==> src/rtl/mem_arbiter.sv <==
`default_nettype none
// ============================================================================
// Module   : mem_arbiter
// Purpose  : Two-master (IFU / LSU) to one-slave memory port arbiter with
//            response pass-through and a DATA-phase timeout.
// Revision : 1.0 - initial release
// ============================================================================
module mem_arbiter #(
    parameter int WIDTH   = 32,
    parameter bit RR      = 1'b1,
    parameter int TIMEOUT = 255
) (
    input  logic                 clk,
    input  logic                 rst,

    input  logic                 m0_req_valid,
    output logic                 m0_req_ready,
    input  logic [WIDTH-1:0]     m0_addr,
    input  logic                 m0_wen,
    input  logic [WIDTH-1:0]     m0_wdata,
    input  logic [WIDTH/8-1:0]   m0_wmask,
    output logic                 m0_resp_valid,
    input  logic                 m0_resp_ready,
    output logic [WIDTH-1:0]     m0_rdata,
    output logic                 m0_err,

    input  logic                 m1_req_valid,
    output logic                 m1_req_ready,
    input  logic [WIDTH-1:0]     m1_addr,
    input  logic                 m1_wen,
    input  logic [WIDTH-1:0]     m1_wdata,
    input  logic [WIDTH/8-1:0]   m1_wmask,
    output logic                 m1_resp_valid,
    input  logic                 m1_resp_ready,
    output logic [WIDTH-1:0]     m1_rdata,
    output logic                 m1_err,

    output logic                 s_req_valid,
    input  logic                 s_req_ready,
    output logic [WIDTH-1:0]     s_addr,
    output logic                 s_wen,
    output logic [WIDTH-1:0]     s_wdata,
    output logic [WIDTH/8-1:0]   s_wmask,
    input  logic                 s_resp_valid,
    output logic                 s_resp_ready,
    input  logic [WIDTH-1:0]     s_rdata,
    input  logic                 s_err,

    output logic [1:0]           grant
);

    localparam int c_cnt_w = (TIMEOUT > 0) ? $clog2(TIMEOUT + 1) : 1;
    localparam logic [c_cnt_w-1:0] c_tmo_last = c_cnt_w'(TIMEOUT - 1);

    localparam logic [1:0] c_st_idle = 2'd0;
    localparam logic [1:0] c_st_addr = 2'd1;
    localparam logic [1:0] c_st_data = 2'd2;
    localparam logic [1:0] c_st_terr = 2'd3;

    logic [1:0]          r_state;
    logic [1:0]          w_next;
    logic                r_owner;
    logic                r_last;
    logic [c_cnt_w-1:0]  r_cnt;
    logic [WIDTH-1:0]    r_addr;
    logic                r_wen;
    logic [WIDTH-1:0]    r_wdata;
    logic [WIDTH/8-1:0]  r_wmask;

    logic                w_any;
    logic                w_win;
    logic                w_hs;
    logic                w_own_rready;
    logic                w_resp_done;
    logic                w_terr_done;
    logic                w_tmo;
    logic                w_rvalid;
    logic [WIDTH-1:0]    w_rdata;
    logic                w_err;

    // Winner selection; on a tie round-robin favours whoever was not served last.
    always_comb begin
        w_any = m0_req_valid | m1_req_valid;
        if (m0_req_valid & m1_req_valid)
            w_win = RR ? ~r_last : 1'b1;
        else
            w_win = m1_req_valid;
        w_hs         = (r_state == c_st_idle) & w_any & ~rst;
        w_own_rready = r_owner ? m1_resp_ready : m0_resp_ready;
        w_resp_done  = (r_state == c_st_data) & s_resp_valid & w_own_rready;
        w_terr_done  = (r_state == c_st_terr) & w_own_rready;
        w_tmo        = (TIMEOUT != 0) && (r_cnt == c_tmo_last);
    end

    always_ff @(posedge clk) begin
        if (rst)
            r_state <= c_st_idle;
        else
            r_state <= w_next;
    end

    always_comb begin
        w_next = r_state;
        case (r_state)
            c_st_idle: if (w_hs)        w_next = c_st_addr;
            c_st_addr: if (s_req_ready) w_next = c_st_data;
            c_st_data: begin
                // A real response in the timeout cycle takes precedence.
                if (w_resp_done)
                    w_next = c_st_idle;
                else if (w_tmo)
                    w_next = c_st_terr;
            end
            c_st_terr: if (w_own_rready) w_next = c_st_idle;
            default:   w_next = c_st_idle;
        endcase
    end

    always_ff @(posedge clk) begin
        if (rst) begin
            r_owner <= 1'b0;
            r_last  <= 1'b0;
            r_cnt   <= '0;
            r_addr  <= '0;
            r_wen   <= 1'b0;
            r_wdata <= '0;
            r_wmask <= '0;
        end else begin
            if (w_hs) begin
                r_owner <= w_win;
                r_addr  <= w_win ? m1_addr  : m0_addr;
                r_wen   <= w_win ? m1_wen   : m0_wen;
                r_wdata <= w_win ? m1_wdata : m0_wdata;
                r_wmask <= w_win ? m1_wmask : m0_wmask;
            end
            if ((r_state == c_st_addr) && s_req_ready)
                r_cnt <= '0;
            else if ((r_state == c_st_data) && (r_cnt != '1))
                r_cnt <= r_cnt + c_cnt_w'(1);
            if (w_resp_done | w_terr_done)
                r_last <= r_owner;
        end
    end

    assign s_addr  = r_addr;
    assign s_wen   = r_wen;
    assign s_wdata = r_wdata;
    assign s_wmask = r_wmask;

    always_comb begin
        m0_req_ready = w_hs & ~w_win;
        m1_req_ready = w_hs &  w_win;
        s_req_valid  = 1'b0;
        s_resp_ready = 1'b1;
        grant        = 2'b00;
        w_rvalid     = 1'b0;
        w_rdata      = '0;
        w_err        = 1'b0;
        case (r_state)
            c_st_addr: begin
                s_req_valid = 1'b1;
                grant       = {r_owner, ~r_owner};
            end
            c_st_data: begin
                grant        = {r_owner, ~r_owner};
                s_resp_ready = w_own_rready;
                w_rvalid     = s_resp_valid;
                w_rdata      = s_resp_valid ? s_rdata : '0;
                w_err        = s_resp_valid & s_err;
            end
            c_st_terr: begin
                grant    = {r_owner, ~r_owner};
                w_rvalid = 1'b1;
                w_err    = 1'b1;
            end
            default: ;
        endcase
        m0_resp_valid = w_rvalid & ~r_owner;
        m1_resp_valid = w_rvalid &  r_owner;
        m0_rdata      = r_owner ? '0 : w_rdata;
        m1_rdata      = r_owner ? w_rdata : '0;
        m0_err        = w_err & ~r_owner;
        m1_err        = w_err &  r_owner;
    end

endmodule
`default_nettype wire

==> config.mk <==
export PLATFORM = sky130hd
export DESIGN_NAME = mem_arbiter
export DESIGN_NICKNAME = d
export VERILOG_FILES = /design/src/rtl/mem_arbiter.sv
export SDC_FILE = /design/constraint.sdc
export NUM_CORES = 1
export LEC_CHECK = 0
export BUFFER_PORTS_ARGS = -buffer_cell sky130_fd_sc_hd__buf_2
export CAP_MARGIN = 10
export CORE_AREA = 2 2 125 127
export CTS_CLUSTER_SIZE = 24
export DETAILED_ROUTE_END_ITERATION = 8
export DIE_AREA = 0 0 127 129
export PLACE_DENSITY = 0.56
export REMOVE_ABC_BUFFERS = 1
export SYNTH_ARGS = -nofsm -noshare
export SYNTH_HDL_FRONTEND = slang
export SYNTH_SLANG_ARGS = --single-unit
==> constraint.sdc <==
create_clock -name clk -period 1.74 [get_ports clk]
set_input_delay 0.087 -clock clk [delete_from_list [all_inputs] [get_ports clk]]
set_output_delay 0.087 -clock clk [all_outputs]
set_load 0.01 [all_outputs]
==> results by group <==
Detailed routing
  • Drt drc: 0
  • DR WL/cell: 14.49 microns
  • Via count: 4370
  • Antenna-violating nets left: 0
  • Initial DRC count: 117
  • Post-Route WL: 14.07 mm
  • Drt first pass iters: 4
  • Vias/cell: 4.501

CTS
  • Num CTS Buffers: 9
  • CTS tree: done
  • Hold_buf cts: 0
  • CTS sink cnt: 81
  • CTS H-tree depth: 3
  • Clock Tree Root: clkbuf_16
  • Clock transition at the registers of the reported paths: 0.07 ns
  • Worst-Skew Late Latency: 0.33 ns
  • CTS Buffer Depth: 2

Layout
  • Final Cell Area: 0.006389 sq mm
  • Final-layout fill cell count: 1560
  • Multi-input gate area: 0.002355 sq mm
  • Most common cell after layout, fill and taps aside: buf_2
  • Fin util: 0.4266
  • Commonest non-fill, non-tap cells in the layout: buf_2, nor2_1, dfxtp_1
  • Layout overhead on the synthesized area: 55.01%
  • Layout cells sized above 1: 0.4738
  • Fin nets: 959
  • Storage element area: 0.001628 sq mm
  • Post-route non-filler standard cell count: 971
  • # diodes: 0

Synthesis
  • Synth Register Bits: 81
  • Yosys warns: 0
  • Mapped Area: 0.004121 sq mm
  • Synth unique cells: 36
  • Mean area per synthesized cell: 8.882 sq um
  • Register area share after synthesis: 0.3934
  • Number of synthesized flops with an enable pin: 0
  • Async SR Flop Fraction: 0
  • Synthesized instance count: 464
  • Synth Flop Type: dfxtp_1

Power
  • PwrDens: 833.6 mW/mm^2
  • Power Total: 5.326 mW
  • Max VDD drop: 0.5085 mV
  • Leakage: 3.402 nW

Timing
  • Fmax achieved: 601.3 MHz
  • RSZ-0062 raised after global routing: false
  • Final min period: 1.663 ns
  • Fin crit share: 0.9557
  • Fin. Hold Viols: 0
  • Least-Margin Pin Slew: 0.2864 ns
  • Final setup fails: 0
  • Final Skew: 0.007706 ns
  • Hold_ws: 0.03342 ns
  • Final Slew Violations: 0
  • Rel. slew slack: 0.8036

Worst setup path
  • FF-to-FF End: r_cnt[7]$_SDFFE_PP0P_
  • Setup CP Type: flop to output port
  • Critical path launch point: r_state[0]$_SDFFE_PP0P_
  • Critical Path Start Type: flop
  • Worst EP arrival: 1.58 ns
  • Setup crit end: m0_rdata[26]
  • Worst endpoint required time: 1.65 ns
  • Flop2flop setup slack: 0.09 ns
  • Worst reg-to-reg path cell count: 5
  • Critical Path Fanout Max: 32
  • Critical R2R Launch: r_state[0]$_SDFFE_PP0P_
  • Worst setup EP type: output port

Die
  • Die area: 0.01638 sq mm
  • Site Rows: 45
  • Starting Density: 0.2752
  • Core ar.: 0.01498 sq mm
  • Top-Level Pins: 322
  • Die height: 129 microns
  • Die X: 127 microns

Job
  • Max-Cap Viols: 0

Hold path
  • Hold Path Class: primary input to flop
  • Worst hold start: s_req_ready

Global route
  • GRT Util Overall: 0.1647
  • Number of global-route vias before repair: 3844
  • GRT Residual Overflow: 0
  • Initial antenna violation count: 2
  • First-pass GRT wire length: 20.68 mm
  • Largest net degree at the start of global routing: 47

Placement
  • Port Buffers: 321
  • Hpwl dp: 11.78 mm
  • Placed inst area: 0.006021 sq mm
  • Gp weighted congestion: 0.7486
  • Dpl cells: 952

Outcome
  • Run status: completed
## how the worst min path moves through the flow
stage | end | slack [ns] | cells after the start
floorplan | r_owner$_SDFFE_PP0P_ | 0.16 | 1
global placement | r_state[1]$_SDFFE_PP0P_ | 0.38 | 3
detailed placement | r_state[1]$_SDFFE_PP0P_ | 0.39 | 3
CTS | r_state[1]$_SDFFE_PP0P_ | 0.02 | 3
global route | r_state[1]$_SDFFE_PP0P_ | 0.04 | 3
finish | r_state[1]$_SDFFE_PP0P_ | 0.03 | 3
## kinds of logic (layout without fill, tap and decap cells)
group / after synthesis / count (layout) / synth area share
simple gates: 175 / 175 / 0.2146
xor+xnor: 3 / 3 / 0.006376
mux: 71 / 71 / 0.1724
buf+inv: 41 / 360 / 0.04645
flops: 81 / 81 / 0.3934
compound gates: 91 / 91 / 0.1606
fa+ha+maj: 2 / 2 / 0.006071
## synthesized netlist by cell type (4+ instances only)
| cell type | number | area, sq um |
|---|---|---|
| a21oi_1 | 7 | 35.03 |
| a211oi_1 | 70 | 525.5 |
| clkbuf_1 | 20 | 75.07 |
| nor2_1 | 83 | 311.6 |
| and2_1 | 66 | 412.9 |
| dfxtp_1 | 81 | 1622 |
| nand4_1 | 4 | 25.02 |
| o21ai_0 | 4 | 20.02 |
| nand2_1 | 6 | 22.52 |
| buf_2 | 15 | 75.07 |
| mux2i_1 | 71 | 710.7 |
## routing by layer
layer  wire length [microns]  global-route usage  part of all wire  vias up
met1                    5401              0.1844              0.38     1884
met2                    7474              0.3147              0.53      202
met4                     175             0.04072             0.012        0
met3                    1013             0.03825             0.072       12
li1                        -                   -                 -     2272
met5                       0                   0                 0        -
## final cells by class
class / count / area share
clock buffers: 10 / 0.03741
clock inverters: 6 / 0.007442
inverters: 2 / 0.001175
multi-input cells: 342 / 0.3686
flip-flops and latches: 81 / 0.2548
well taps: 188 / 0.03682
repair buffers: 342 / 0.2938
## power by group
group          internal, mW  switching, mW
sequential             2.07          0.109
clock                  1.02          0.793
combinational         0.629          0.705
## worst max-delay path: stages, from the launching register on
cell     delay (ns)
dfxtp_4        0.38
and2b_2        0.24
and3_4         0.19
buf_12         0.15
and2_1         0.15
buf_2          0.13
## per-stage QoR
| step | setup slack (ns) | setup TNS [ns] |
|---|---|---|
| 2_1_floorplan | -6.720 | -482.79 |
| 3_3_place_gp | 0.07364 | 0 |
| 3_5_place_dp | 0.05255 | 0 |
| 4_1_cts | 0.01822 | 0 |
| 5_1_grt | 0.002899 | 0 |
| 6_report | 0.07701 | 0 |
## state kept, by name (all words and copies together), names as in the netlist
name	flops
r_last	1
r_cnt	8
s_wen	1
s_addr	32
s_wmask	4
s_wdata	32
r_owner	1
r_state	2
## timing repair
action | in CTS | in global routing
endpoints found under the setup margin | 66 | 65
resized for setup | 7 | 10
setup buffers | 1 | 2
gates cloned | 0 | 0
hold endpoints to repair | 0 | 0
pin swaps | 0 | 0
(Power assumes the default switching activity.)
